`src/rtl/tcm_dump_streamer.sv`:
```
// Reads a block of 32-bit words from a TCM read port and streams them out
// LSB-first as bytes on a valid/ready interface.
module tcm_dump_streamer #(
    parameter int ADDR_W = 12,
    parameter int CNT_W  = 13
) (
    input  logic              clk,
    input  logic              rst_n,
    input  logic              start,
    input  logic [ADDR_W-1:0] base_addr,
    input  logic [CNT_W-1:0]  word_cnt,
    output logic              busy,
    output logic              done,
    output logic              ram_cs,
    output logic [ADDR_W-1:0] ram_addr,
    input  logic [31:0]       ram_rdata,
    output logic              byte_vld,
    input  logic              byte_rdy,
    output logic [7:0]        byte_data
);

    typedef enum logic [2:0] {
        S_IDLE,
        S_RD,
        S_WAIT,
        S_SEND,
        S_FIN
    } state_t;

    state_t              state_reg, state_next;
    logic [ADDR_W-1:0]   addr_reg, addr_next;
    logic [ADDR_W-1:0]   hold_addr_reg, hold_addr_next;
    logic [CNT_W-1:0]    cnt_reg, cnt_next;
    logic [1:0]          idx_reg, idx_next;
    logic [31:0]         shift_reg, shift_next;

    always_ff @(posedge clk) begin
        if (!rst_n) begin
            state_reg     <= S_IDLE;
            addr_reg      <= '0;
            hold_addr_reg <= '0;
            cnt_reg       <= '0;
            idx_reg       <= '0;
            shift_reg     <= '0;
        end else begin
            state_reg     <= state_next;
            addr_reg      <= addr_next;
            hold_addr_reg <= hold_addr_next;
            cnt_reg       <= cnt_next;
            idx_reg       <= idx_next;
            shift_reg     <= shift_next;
        end
    end

    always_comb begin
        state_next     = state_reg;
        addr_next      = addr_reg;
        hold_addr_next = hold_addr_reg;
        cnt_next       = cnt_reg;
        idx_next       = idx_reg;
        shift_next     = shift_reg;
        ram_cs         = 1'b0;
        byte_vld       = 1'b0;
        done           = 1'b0;
        case (state_reg)
            S_IDLE: begin
                if (start) begin
                    addr_next  = base_addr;
                    cnt_next   = word_cnt;
                    idx_next   = 2'd0;
                    state_next = (word_cnt == '0) ? S_FIN : S_RD;
                end
            end
            S_RD: begin
                ram_cs         = 1'b1;
                hold_addr_next = addr_reg;
                state_next     = S_WAIT;
            end
            S_WAIT: begin
                shift_next = ram_rdata;
                state_next = S_SEND;
            end
            S_SEND: begin
                byte_vld = 1'b1;
                if (byte_rdy) begin
                    shift_next = {8'h00, shift_reg[31:8]};
                    idx_next   = idx_reg + 2'd1;
                    // Word finished after its fourth byte leaves.
                    if (idx_reg == 2'd3) begin
                        cnt_next = cnt_reg - CNT_W'(1);
                        if (cnt_reg == CNT_W'(1)) begin
                            state_next = S_FIN;
                        end else begin
                            addr_next  = addr_reg + ADDR_W'(1);
                            state_next = S_RD;
                        end
                    end
                end
            end
            S_FIN: begin
                done       = 1'b1;
                state_next = S_IDLE;
            end
            default: state_next = S_IDLE;
        endcase
    end

    // Address is presented only during the strobe; otherwise the last issued one is held.
    assign ram_addr  = (state_reg == S_RD) ? addr_reg : hold_addr_reg;
    assign busy      = (state_reg != S_IDLE);
    assign byte_data = (state_reg == S_SEND) ? shift_reg[7:0] : 8'h00;

endmodule

```
`config.mk`:
```
export PLATFORM = sky130hd
export DESIGN_NAME = tcm_dump_streamer
export DESIGN_NICKNAME = d
export VERILOG_FILES = /design/src/rtl/tcm_dump_streamer.sv
export SDC_FILE = /design/constraint.sdc
export NUM_CORES = 1
export LEC_CHECK = 0
export ABC_CLOCK_PERIOD_IN_PS = 2400
export CORE_MARGIN = 2
export CORE_UTILIZATION = 45
export CTS_CLUSTER_SIZE = 25
export DETAILED_ROUTE_END_ITERATION = 8
export GPL_TIMING_DRIVEN = 1
export PLACE_DENSITY_LB_ADDON = 0.12
export SETUP_SLACK_MARGIN = 0.2
export SLEW_MARGIN = 20
export SYNTH_ARGS = -nofsm -noshare
export SYNTH_HDL_FRONTEND = slang
export SYNTH_SLANG_ARGS = --single-unit
```
`constraint.sdc`:
```
create_clock -name clk -period 2.4 [get_ports clk]
set_input_delay 0.24 -clock clk [delete_from_list [all_inputs] [get_ports clk]]
set_output_delay 0.24 -clock clk [all_outputs]
set_load 0.02 [all_outputs]
```
Yosys cells after proc, flatten, opt, wreduce, memory -nomap -nowiden

Cells that the tools add are included.
Widths: inputs -> output; s select.

Muxes and demuxes: 25
Reduce and logical (&&, ||, !) cells: 10
$add $sub $neg: 3
Equal/unequal tests: 10

Operators with widths:

| cell                  | count |
|---|---|
| $pmux 32 s2           | 1 |
| $mux 12               | 5 |
| $mux 13               | 3 |
| $mux 32               | 1 |
| $pmux 13 s2           | 1 |
| $pmux 12 s2           | 1 |
| $mux 3                | 5 |
| $eq 13x1->1 const B   | 1 |
| $logic_not 13->1      | 1 |
| $sub 13x1->13 const B | 1 |
| $add 12x1->12 const B | 1 |
| $pmux 3 s4            | 1 |
| $mux 8                | 1 |
| $ne 2x2->1 const B    | 4 |
| $eq 3x2->1 const B    | 2 |
| $reduce_and 3->1      | 2 |
| $reduce_and 5->1      | 1 |
| $mux 2                | 2 |
| $pmux 2 s2            | 1 |
| $reduce_and 4->1      | 1 |
| $reduce_bool 2->1     | 2 |
| $eq 3x1->1 const B    | 1 |
| $eq 3x3->1 const B    | 1 |
| $logic_not 3->1       | 1 |
| other kinds (5)       | 7 |

Input port bits: 61
Bits in registers: 74

Logic depth before layout (Yosys ltp)

Word-level depth: 5
Depth in mapped cells: 8
Gate-level depth less buffers: 6

Worst setup path before layout

No wires, ideal clock.

Path type: register to register
From: reg state_reg[0]
To: reg hold_addr_reg[8]
Arrival: 1.655 ns
Clock period less this slack: 1.770 ns
Buffers on the path: 2
Cell stages (with the launch flop): 6
Slack: 0.630 ns
Cells stage by stage: dfxtp_1 > buf_4 > nor3b_2 > buf_2 > mux2_1 > and2_1

Word-level cells in the longest chain between the ends: 2

RTL lines:

| what                     | RTL line | text |
|---|---|---|
| start: declaration       | 30       | `state_t state_reg, state_next;` |
| start signal: assignment | 46       | `state_reg <= state_next;` |
| $eq 3x1->1               | -        |  |
| $mux 12                  | -        |  |
| named net ram_addr[8]    | 15       | `output logic [ADDR_W-1:0] ram_addr,` |
| end signal: assignment   | 48       | `hold_addr_reg <= hold_addr_next;` |
| end: declaration         | 32       | `logic [ADDR_W-1:0] hold_addr_reg, hold_addr_next;` |

The timed path passes the listed nets, and every way through them passes these cells.
A chain may end at the register's enable or synchronous reset.

Worst setup path in the final report

From: reg state_reg[0]
To: out busy

Word-level cells in the longest chain between the ends: 1

RTL lines:

| what              | RTL line | text |
|---|---|---|
| $reduce_bool 3->1 | 110      | `assign busy = (state_reg != S_IDLE);` |
| end: declaration  | 12       | `output logic busy,` |

No other way between the ends.

==> summary by stage <==
Critical path
The kind of capture point of the worst setup path is an output port. The startpoint of the worst register-to-register path is state_reg[2]. The combined buffer and inverter count along the critical path is 3. At the worst endpoint, the arrival time is 1870 ps.

In this run the worst setup path begins at state_reg[0]. The slowest stage of the critical path is the sky130_fd_sc_hd__clkdlybuf4s50_1 cell. Of all nets on the critical path, the largest fanout is 8. Walking the worst path, the cells encountered are buf_4 -> nor3_2 -> inv_1 -> clkdlybuf4s50_1. The largest stage delay on the critical path is 590 ps. The critical path class is reg -> out. STA puts the critical path data required time at 2160 ps. The cell class contributing the biggest share of worst-path delay is buffers and inverters. The type of element launching the critical path is a flip-flop.

Synthesis
The dominant register cell in the synthesized netlist is sky130_fd_sc_hd__dfxtp_1. The post-synthesis async set-or-reset flop share is 0%. In the synthesized netlist, the number of instances is 461.

The synthesized flop and latch total is 74. The total of warnings raised by yosys is 0. The post-synthesis cell area is 3850 um^2. Of the synthesized area, sequential elements account for 38.5%.

The net count after synthesis is 526. The distinct cell type count of the synthesized netlist is 67. The mean cell area of the mapped netlist is 8.35 um^2. The number of enable-type register cells in the synthesized netlist is 0.

Global routing
The first global-routing pass estimated 16.0 mm of wire. For this run, the total global-route usage over all layers was measured as 21.9%. The number of antenna violations at the first check in global routing came to 0. Entering global routing, the biggest net connects 65 pins. The number of global-route vias before repair is 3466.

The total congestion overflow after global routing is 0.

CTS
No sink is reached through more buffers than the 2 on the longest clock path. The CTS tree is yes. CTS built an H-tree with a depth of 3. The number of buffers added by the clock tree synthesis step is 9. The clock latency at the later pin of the worst-skew pair is 350 ps. The clock transition at the register clock pins on the worst setup and hold paths after CTS is 70 ps.

Clock tree synthesis found a total of 74 sinks. Clock tree synthesis selected as its root buffer the cell sky130_fd_sc_hd__clkbuf_8.

Flow run
The count of max-cap constraint violations is 0.

Floorplanning
The die span in x is 96.5 um. The die is 96.5 um tall. 85 I/O pins were placed. The total die area is 9310 um^2. The floorplan step defined a core boundary enclosing 8260 um^2. The initial cell density of the core is 46.6%. In this run the core area contains 33 standard-cell rows.

Timing
The headroom to the max-slew limit is 67.9%. The number of setup violations in the final report is 0. The clock arrives with 8.73 ps of skew. After layout, the worst path uses 87.9% of the clock period. The number of hold violations in the final report is 0. Adding up every negative setup slack in the final design gives 0 ps. The smallest clock period supported by the final layout is computed as 2110 ps. For this run, the top clock speed supported by timing is 474 MHz.

For the pin with the worst max-slew slack, the measured transition is 481 ps. Setup repair after global routing left no endpoint under its margin. The max-slew violation count is 0.

Final layout
The layout has 784 filler cells. Summing all multi-input logic gate instances after layout gives 2130 um^2. The register cell area after layout is 1480 um^2. After routing the design area is 4990 um^2.

The register with the most flip-flops in the layout has 32 of them. Of the cells placed in the final design, the portion with a size suffix greater than 1 is 12.9%. The area added between synthesis and finish is 29.6%. The number of antenna diodes is 0. The number of nets in the layout is 602.

Drt
After detailed routing, the number of vias per cell comes to 5.67. The count of vias placed by the detailed router is 3662. The number of nets with antenna violations after routing is 0. The first detailed-routing pass took 5 iterations.

For this run, design rule violations remaining after detail routing come to 0. The sum of routed wire length over all layers is 9.91 mm. The mean routed wirelength per cell is 15.3 um.

In this run, the number of DRC markers left after iteration 0 of detailed routing was 150.

Place
Summed over all nets, the half-perimeter wirelength after detailed placement is 6.63 mm. The total placed instance area is 4720 um^2. The routability congestion estimate is 0.846. The port buffer count is 84.

Pwr
The relative contribution of combinational cells to total power is 29.1%. The fraction of power consumed by sequential logic is 40.5%. The fraction of power consumed by the clock network is 30.3%.

For this design the ratio of total power to cell area is 762 nW/um^2. The maximum resistive drop on vdd is 0.304 mV. The share of total power consumed by net switching is 32.0%. In this run the static leakage power is 2.10 nW. The analysis attributes to net switching a power of 1.22 mW. The total internal power is 2.58 mW.

Hold path
The kind of path behind the tightest hold check is in -> reg. The worst hold path begins at ram_rdata[10].

Outcome
The flow ran to the end, and the final reports show no timing, DRC or antenna violations.
## layout by cell type (no fill, tap or decap), types with 5 or more instances in the layout
cell type                         netlist  layout
sky130_fd_sc_hd__a31oi_1                7       7
sky130_fd_sc_hd__clkbuf_8               1       9
sky130_fd_sc_hd__mux2_2                10      10
sky130_fd_sc_hd__nand2_1               87      87
sky130_fd_sc_hd__a21oi_1               19      19
sky130_fd_sc_hd__buf_4                  6      12
sky130_fd_sc_hd__a311oi_1              26      26
sky130_fd_sc_hd__a211oi_1               5       5
sky130_fd_sc_hd__dlygate4sd2_1          0      12
sky130_fd_sc_hd__nand3_1                9       9
sky130_fd_sc_hd__nor3_1                 7       7
sky130_fd_sc_hd__dlymetal6s2s_1         0       8
sky130_fd_sc_hd__dfxtp_1               74      73
sky130_fd_sc_hd__a22oi_1               10      10
sky130_fd_sc_hd__clkdlybuf4s50_1        0      64
sky130_fd_sc_hd__and2_1                23      23
sky130_fd_sc_hd__nor2_1                58      58
sky130_fd_sc_hd__o21ai_0               10      10
## per-stage QoR
step / worst slack (ps) / power, mW / instances / hold WS (ps) / utilization (%)
4_1_cts: 224 / 3.82 / 646 / 459 / 60.1
2_1_floorplan: 630 / 2.33 / 461 / 401 / -
6_report: 290 / 3.80 / 646 / 472 / 60.4
5_1_grt: 228 / 4.02 / 646 / 474 / 60.4
3_3_place_gp: 346 / 2.65 / 629 / 466 / 57.2
3_5_place_dp: 336 / 2.68 / 629 / 469 / 57.2
## worst paths after layout
path / depth (start not counted) / slack, ps / endpoint
min: 3 / 470 / shift_reg[10]
min reg2reg: 2 / 480 / shift_reg[0]
max: 4 / 290 / busy
max reg2reg: 7 / 500 / cnt_reg[2]
## area by class of cell
type | instances | share of cell area (%)
multi-input cells | 346 | 42.7
flip-flops and latches | 74 | 29.7
repair buffers | 99 | 19.6
well taps | 105 | 2.63
clock buffers | 10 | 2.56
clock inverters | 5 | 2.08
inverters | 6 | 0.502
repair inverters | 1 | 0.151
## synthesized netlist by cell type (3+ instances only)
cell	number	area, um^2
sky130_fd_sc_hd__dfxtp_1	74	1480
sky130_fd_sc_hd__a21oi_2	4	35.0
sky130_fd_sc_hd__a311oi_1	26	228
sky130_fd_sc_hd__mux2_2	10	113
sky130_fd_sc_hd__a22oi_1	10	75.1
sky130_fd_sc_hd__o21a_1	4	30.0
sky130_fd_sc_hd__and2_1	23	144
sky130_fd_sc_hd__clkbuf_1	9	33.8
sky130_fd_sc_hd__buf_4	6	45.0
sky130_fd_sc_hd__a211oi_1	5	37.5
sky130_fd_sc_hd__nand2b_1	3	18.8
sky130_fd_sc_hd__o21ai_2	3	26.3
sky130_fd_sc_hd__o221a_2	4	45.0
sky130_fd_sc_hd__nand2_1	87	327
sky130_fd_sc_hd__ha_1	4	50.1
sky130_fd_sc_hd__a21oi_1	19	95.1
sky130_fd_sc_hd__buf_1	3	11.3
sky130_fd_sc_hd__and3_1	3	18.8
sky130_fd_sc_hd__nor2_1	58	218
sky130_fd_sc_hd__o21ai_0	10	50.1
sky130_fd_sc_hd__nand3_1	9	45.0
sky130_fd_sc_hd__buf_2	12	60.1
sky130_fd_sc_hd__nor3_1	7	35.0
sky130_fd_sc_hd__inv_1	5	18.8
sky130_fd_sc_hd__a31oi_1	7	43.8
## per-layer routing
layer	global-route usage [%]	share of wire (%)	vias to the layer above
li1	-	-	1804
met1	28.2	46	1768
met2	37.0	48	80
met3	4.19	5.7	10
met4	7.16	1.2	0
met5	0	0	-
## kinds of logic (layout without fill, tap and decap cells)
logic type,count (synthesis),in the layout,share of synthesized area (%)
muxes,12,12,3.51
adders and majority gates,4,4,1.30
buffers and inverters,41,121,6.18
DFF,74,74,38.5
AOI/OAI and AO/OA,118,118,23.8
and+or+nand+nor,212,212,26.7
## timing repair
action                                  CTS  global route
pin swaps                                 0             0
endpoints found under the setup margin   21            15
gates resized for setup                  14            10
gates cloned                              1             0
buffers inserted                          1             0
hold buffers                              0             0
## tightest hold or removal path, cell delays in order
cell and delay [ps]:
sky130_fd_sc_hd__clkdlybuf4s50_1 400, sky130_fd_sc_hd__nand2_1 60, sky130_fd_sc_hd__a311oi_1 80
## power groups by stage
stage          Sequential (mW)  Combinational (mW)  Clock, mW
5_1_grt                   1.56                1.23       1.22
4_1_cts                   1.54                1.11       1.17
3_5_place_dp              1.57                1.11          0
6_report                  1.54                1.11       1.15
3_3_place_gp              1.56                1.08          0
2_1_floorplan             1.52               0.814          0
Power figures use the tool's default switching activity.
